**config.mk**
```make
export PLATFORM = sky130hd
export DESIGN_NAME = alu_clk_gate_ctrl
export DESIGN_NICKNAME = d
export VERILOG_FILES = /design/src/rtl/alu_clk_gate_pkg.sv /design/src/rtl/gate_dcnt.sv /design/src/rtl/alu_clk_gate_ctrl.sv
export SDC_FILE = /design/constraint.sdc
export NUM_CORES = 1
export LEC_CHECK = 0
export ABC_AREA = 0
export CAP_MARGIN = 5
export CORE_UTILIZATION = 52
export DETAILED_ROUTE_END_ITERATION = 8
export GPL_ROUTABILITY_DRIVEN = 0
export PLACE_DENSITY = 0.75
export SYNTH_ARGS = -nofsm -noshare
export SYNTH_HDL_FRONTEND = slang
export SYNTH_HIERARCHICAL = 1
export SYNTH_SLANG_ARGS = --single-unit
export TNS_END_PERCENT = 30
```
**constraint.sdc**
```tcl
create_clock -name CLK -period 2.8 [get_ports CLK]
set_clock_uncertainty 0.05 [all_clocks]
set_input_delay 0.28 -clock CLK [delete_from_list [all_inputs] [get_ports CLK]]
set_output_delay 0.28 -clock CLK [all_outputs]
set_load 0.02 [all_outputs]
```
**src/rtl/alu_clk_gate_pkg.sv**
```systemverilog
// Shared types and constants for the ALU clock-gate enable controller.
package alu_clk_gate_pkg;
  typedef enum logic [1:0] {IDLE, WAKE, ACTIVE, HOLD} gate_state_e;
  localparam int STATS_W = 16;
endpackage

```
**src/rtl/gate_dcnt.sv**
```systemverilog
// Loadable down-counter with zero flag, shared by the wake and idle-hold phases.
module gate_dcnt #(
  parameter int CNT_W = 4
) (
  input  logic             clk,
  input  logic             rst,
  input  logic             load,
  input  logic [CNT_W-1:0] load_val,
  input  logic             dec,
  output logic             zero
);
  localparam logic [CNT_W-1:0] CNT_ONE = CNT_W'(1);

  logic [CNT_W-1:0] cnt_d, cnt_q;

  always_comb begin
    cnt_d = cnt_q;
    if (load)                     cnt_d = load_val;
    else if (dec && cnt_q != '0)  cnt_d = cnt_q - CNT_ONE;
  end

  always_ff @(posedge clk or posedge rst) begin
    if (rst) cnt_q <= '0;
    else     cnt_q <= cnt_d;
  end

  assign zero = (cnt_q == '0);
endmodule

```
**src/rtl/alu_clk_gate_ctrl.sv**
```systemverilog
// Registered CLK_EN controller for the ALU clock gate: wake delay, 1-deep request slot, idle hold.
// Optional GATE_STATS_EN adds ON_CYCLES, a saturating count of cycles with CLK_EN high.
module alu_clk_gate_ctrl
  import alu_clk_gate_pkg::*;
#(
  parameter int WAKE_CYCLES  = 2,
  parameter int IDLE_TIMEOUT = 8,
  parameter int CNT_W        = 4
) (
  input  logic CLK,
  input  logic RST,
  input  logic ALU_REQ,
  input  logic ALU_DONE,
  input  logic FORCE_ON,
  output logic CLK_EN,
  output logic ALU_GO,
  output logic BUSY,
  output logic REQ_DROP
`ifdef GATE_STATS_EN
  ,
  output logic [STATS_W-1:0] ON_CYCLES
`endif
);
  localparam logic [CNT_W-1:0] WAKE_LD = CNT_W'(WAKE_CYCLES - 1);
  localparam logic [CNT_W-1:0] IDLE_LD = CNT_W'(IDLE_TIMEOUT - 1);

  gate_state_e      state_d, state_q;
  logic             pend_d, pend_q;
  logic             wait_d, wait_q;
  logic             clk_en_d, clk_en_q;
  logic             go_d, go_q;
  logic             busy_d, busy_q;
  logic             drop_d, drop_q;
  logic             pend_clr;
  logic             cnt_load, cnt_dec, cnt_zero;
  logic [CNT_W-1:0] cnt_val;

  gate_dcnt #(.CNT_W(CNT_W)) u_dcnt (
    .clk      (CLK),
    .rst      (RST),
    .load     (cnt_load),
    .load_val (cnt_val),
    .dec      (cnt_dec),
    .zero     (cnt_zero)
  );

  always_comb begin
    state_d  = state_q;
    pend_d   = pend_q;
    wait_d   = wait_q;
    go_d     = 1'b0;
    drop_d   = 1'b0;
    pend_clr = 1'b0;
    cnt_load = 1'b0;
    cnt_dec  = 1'b0;
    cnt_val  = '0;
    case (state_q)
      IDLE: begin
        if (ALU_REQ) begin
          state_d  = WAKE;
          cnt_load = 1'b1;
          cnt_val  = WAKE_LD;
        end
      end
      WAKE: begin
        if (cnt_zero) begin
          state_d  = ACTIVE;
          go_d     = 1'b1;
          pend_clr = 1'b1;
          wait_d   = 1'b1;
        end else begin
          cnt_dec = 1'b1;
        end
      end
      ACTIVE: begin
        if (wait_q) begin
          // A request landing with DONE keeps us ACTIVE; GO follows next edge.
          if (ALU_DONE) begin
            wait_d = 1'b0;
            if (!pend_q && !ALU_REQ) begin
              state_d  = HOLD;
              cnt_load = 1'b1;
              cnt_val  = IDLE_LD;
            end
          end
        end else if (pend_q) begin
          go_d     = 1'b1;
          pend_clr = 1'b1;
          wait_d   = 1'b1;
        end else begin
          state_d  = HOLD;
          cnt_load = 1'b1;
          cnt_val  = IDLE_LD;
        end
      end
      HOLD: begin
        if (ALU_REQ)       state_d = ACTIVE;
        else if (cnt_zero) state_d = IDLE;
        else               cnt_dec = 1'b1;
      end
      default: state_d = IDLE;
    endcase

    if (pend_clr) pend_d = 1'b0;
    // The slot frees on a GO edge, so a request there is accepted, not dropped.
    if (ALU_REQ) begin
      if (pend_q && !pend_clr) drop_d = 1'b1;
      else                     pend_d = 1'b1;
    end

    busy_d   = (state_d != IDLE);
    clk_en_d = busy_d | FORCE_ON;
  end

  always_ff @(posedge CLK or posedge RST) begin
    if (RST) begin
      state_q  <= IDLE;
      pend_q   <= 1'b0;
      wait_q   <= 1'b0;
      clk_en_q <= 1'b0;
      go_q     <= 1'b0;
      busy_q   <= 1'b0;
      drop_q   <= 1'b0;
    end else begin
      state_q  <= state_d;
      pend_q   <= pend_d;
      wait_q   <= wait_d;
      clk_en_q <= clk_en_d;
      go_q     <= go_d;
      busy_q   <= busy_d;
      drop_q   <= drop_d;
    end
  end

  assign CLK_EN   = clk_en_q;
  assign ALU_GO   = go_q;
  assign BUSY     = busy_q;
  assign REQ_DROP = drop_q;

`ifdef GATE_STATS_EN
  logic [STATS_W-1:0] on_cycles_d, on_cycles_q;

  always_comb begin
    on_cycles_d = on_cycles_q;
    if (clk_en_q && on_cycles_q != '1) on_cycles_d = on_cycles_q + STATS_W'(1);
  end

  always_ff @(posedge CLK or posedge RST) begin
    if (RST) on_cycles_q <= '0;
    else     on_cycles_q <= on_cycles_d;
  end

  assign ON_CYCLES = on_cycles_q;
`endif
endmodule
```
==> impl_metrics.py <==
metrics = {
    "sta": {
        "fmax_mhz": 458,
        "fin_setup_tns_ps": 0,
        "fin_crit_ps": 2180,
        "slew_headroom_pct": 67.2,
        "hold_violations": 0,
        "final-max-slew-violation-count": 0,
        "period_share_pct": 78.0,
        "rsz0062_at_grt": "no",
        "worst_pin_slew_ps": 486,
        "setup-violations-final": 0,
    },
    "worst_setup_path": {
        "crit_fanout": 7,
        "required_ps": 2910,
        "worstPathArrival_ps": 2290,
        "timing.rr.end": "u_dcnt/cnt_q[3]",
        "r2r.worst_path.cells": 8,
        "timing.rr.start": "u_dcnt/cnt_q[0]",
        "worst-setup-path-type": "register to register",
        "startpoint_type": "register",
        "end_kind": "register",
        "reg2reg_slack_ps": 620,
    },
    "global_route": {
        "grt_pass1_wl_um": 2270,
        "grt.overflow.total": 0,
        "grt_use_total_pct": 22.2,
        "grt_antenna_before_repair": 0,
        "grt_pass1_vias": 535,
        "grt_max_degree": 11,
    },
    "pwr": {
        "seqPwrFrac_pct": 31.5,
        "p_leak_nw": 0.399,
        "internal_power_w": 0.000556,
        "p_sw_share_pct": 42.1,
        "clkPwrFrac_pct": 14.3,
        "comb_power_share_pct": 54.3,
        "power_density_nw_per_um2": 1090,
        "ir_worst_vdd_v": 0.000508,
        "p_total_w": 0.000960,
        "p_switching_w": 0.000404,
    },
    "cts": {
        "clk_pin_slew_ps": 80,
        "clock_sinks": 12,
        "cts-buffers-inserted": 3,
        "cts_tree": "yes",
        "cts_hold_buf": 0,
        "clockRootBuffer": "clkbuf_4",
        "post_cts_buffers": 0,
        "clk_latency_ps": 280,
        "htree_levels": 1,
        "clk_path_buf_depth": 2,
        "cts_resized": 0,
    },
    "logic_synthesis": {
        "synth-seq-cells": 12,
        "syn-num-nets": 94,
        "synthTopCellsByArea": "dfrtp_1, ha_1, a21oi_1",
        "synth_area_um2": 751,
        "synth_top_cell_area_share_pct": 40.0,
        "yosysWarnings": 6,
        "syn_avg_cell_area_um2": 8.94,
        "synth_cell_types": 31,
        "synth_top_cell_by_area": "dfrtp_1",
        "synth_seq_area_share_pct": 40.0,
        "syn_inst": 84,
    },
    "die": {
        "chipWidth_um": 40.0,
        "start_util_pct": 57.0,
        "dieArea_um2": 1600,
        "die_height_um": 40.0,
        "core_area_um2": 1320,
        "io_pins": 9,
        "rows": 13,
    },
    "route": {
        "ant_nets": 0,
        "wl_per_cell_um": 13.4,
        "vias": 641,
        "first_pass_iters": 5,
        "route.detailed.drc": 0,
        "first_iter_violations": 52,
        "via_per_inst": 5.83,
        "wl_um": 1470,
    },
    "place": {
        "hpwlAfterDp_um": 1140,
        "dp.cells": 106,
        "numPortBuffers": 8,
    },
    "finish": {
        "mostFrequentLayoutCell": "dfrtp_1",
        "layout_common_cells": "dfrtp_1, inv_1, nand2_1, a21oi_1, clkdlybuf4s50_1",
        "antenna_cells": 0,
        "syn2layout_area_growth_pct": 17.5,
        "fin_nets": 106,
        "drive_above_1_share_pct": 9.47,
        "instances_no_fill": 110,
        "filler_cell_count": 116,
    },
    "run": {
        "cap_violations": 0,
    },
    "hold_path": {
        "hold_class": "input pin to async pin",
    },
    "outcome": {
        "status": "finished, final reports clean",
    },
}
==> flip-flops by register name, indices dropped and copies added (netlist names) <==
register	count
u_dcnt/cnt_q	4
state_q	2
ALU_GO	1
BUSY	1
CLK_EN	1
REQ_DROP	1
pend_q	1
wait_q	1
==> per-layer routing <==
layer / wire length, um / GRT usage, % / share of wire (%)
met5: 0 / 0 / 0
met4: 11 / 11.2 / 0.75
met3: 143 / 9.44 / 9.7
met1: 627 / 27.0 / 43
met2: 686 / 33.1 / 47
==> worst max-delay path by stage <==
stage	from	to	slack, ps
2_1_floorplan	u_dcnt/cnt_q[0]	u_dcnt/cnt_q[3]	840
3_3_place_gp	u_dcnt/cnt_q[0]	u_dcnt/cnt_q[3]	690
3_5_place_dp	u_dcnt/cnt_q[0]	u_dcnt/cnt_q[3]	630
4_1_cts	u_dcnt/cnt_q[0]	u_dcnt/cnt_q[3]	620
5_1_grt	u_dcnt/cnt_q[0]	u_dcnt/cnt_q[3]	500
6_report	u_dcnt/cnt_q[0]	u_dcnt/cnt_q[3]	620
==> cell families (layout without fill, tap and decap cells) <==
family | after synthesis | in the layout | synth area share (%)
simple gates | 30 | 30 | 24.5
fa+ha+maj | 5 | 5 | 8.33
flops | 12 | 12 | 40.0
other cells | 1 | 1 | 0.500
buf+inv | 12 | 23 | 6.00
compound gates | 24 | 24 | 20.7
==> layout make-up <==
cell class	instances	area [um2]	share of cell area, %
Tap cell	15	18.8	2.13
Inverter	11	41.3	4.68
Timing Repair Buffer	8	80.1	9.08
Clock buffer	4	36.3	4.11
Multi-Input combinational cell	60	405	46.0
Sequential cell	12	300	34.0
==> power groups by stage <==
| stage | Combinational [W] | Clock (W) | Sequential (W) |
|---|---|---|---|
| floorplan | 0.000367 | 0 | 0.000320 |
| global placement | 0.000499 | 0 | 0.000304 |
| detailed placement | 0.000515 | 0 | 0.000307 |
| CTS | 0.000517 | 0.000143 | 0.000303 |
| global route | 0.000583 | 0.000152 | 0.000313 |
| finish | 0.000521 | 0.000137 | 0.000302 |
==> metrics by stage <==
step / setup WS [ps] / hold slack [ps] / utilization (%) / instance area [um2]
after floorplan: 838 / -3.92 / - / 751
final: 617 / 160 / 67.0 / 882
after global routing: 503 / 179 / 67.0 / 882
after CTS: 618 / 159 / 67.0 / 882
after detailed placement: 630 / 466 / 64.2 / 846
after global placement: 690 / 462 / 64.2 / 846
==> synthesized netlist by cell type <==
cell type / count
a32oi_1: 1
a31o_1: 1
or2_1: 1
inv_1: 10
nor3_1: 1
clkinv_1: 1
nor4b_2: 1
a211oi_1: 1
o41a_1: 1
o311ai_0: 1
a21oi_2: 1
nand2b_4: 1
nand2_1: 9
and4b_1: 1
o21ai_1: 3
nor3b_1: 1
ha_1: 5
o21ai_0: 4
or3b_4: 1
a221o_1: 1
dfrtp_1: 12
a21oi_1: 8
nand4b_1: 1
nand2b_1: 5
o31a_1: 1
nor2_1: 4
conb_1: 1
and3_4: 1
clkbuf_1: 1
nand3_1: 3
o21a_1: 1
==> critical path, stage by stage, from the launching register on <==
cell     delay (ps)
dfrtp_1         370
inv_1            80
ha_1            240
or3b_4          260
inv_1            90
nor2_1          320
nor4b_2         310
nor3b_1          80
a221o_1         260
Power figures use the tool's default switching activity.
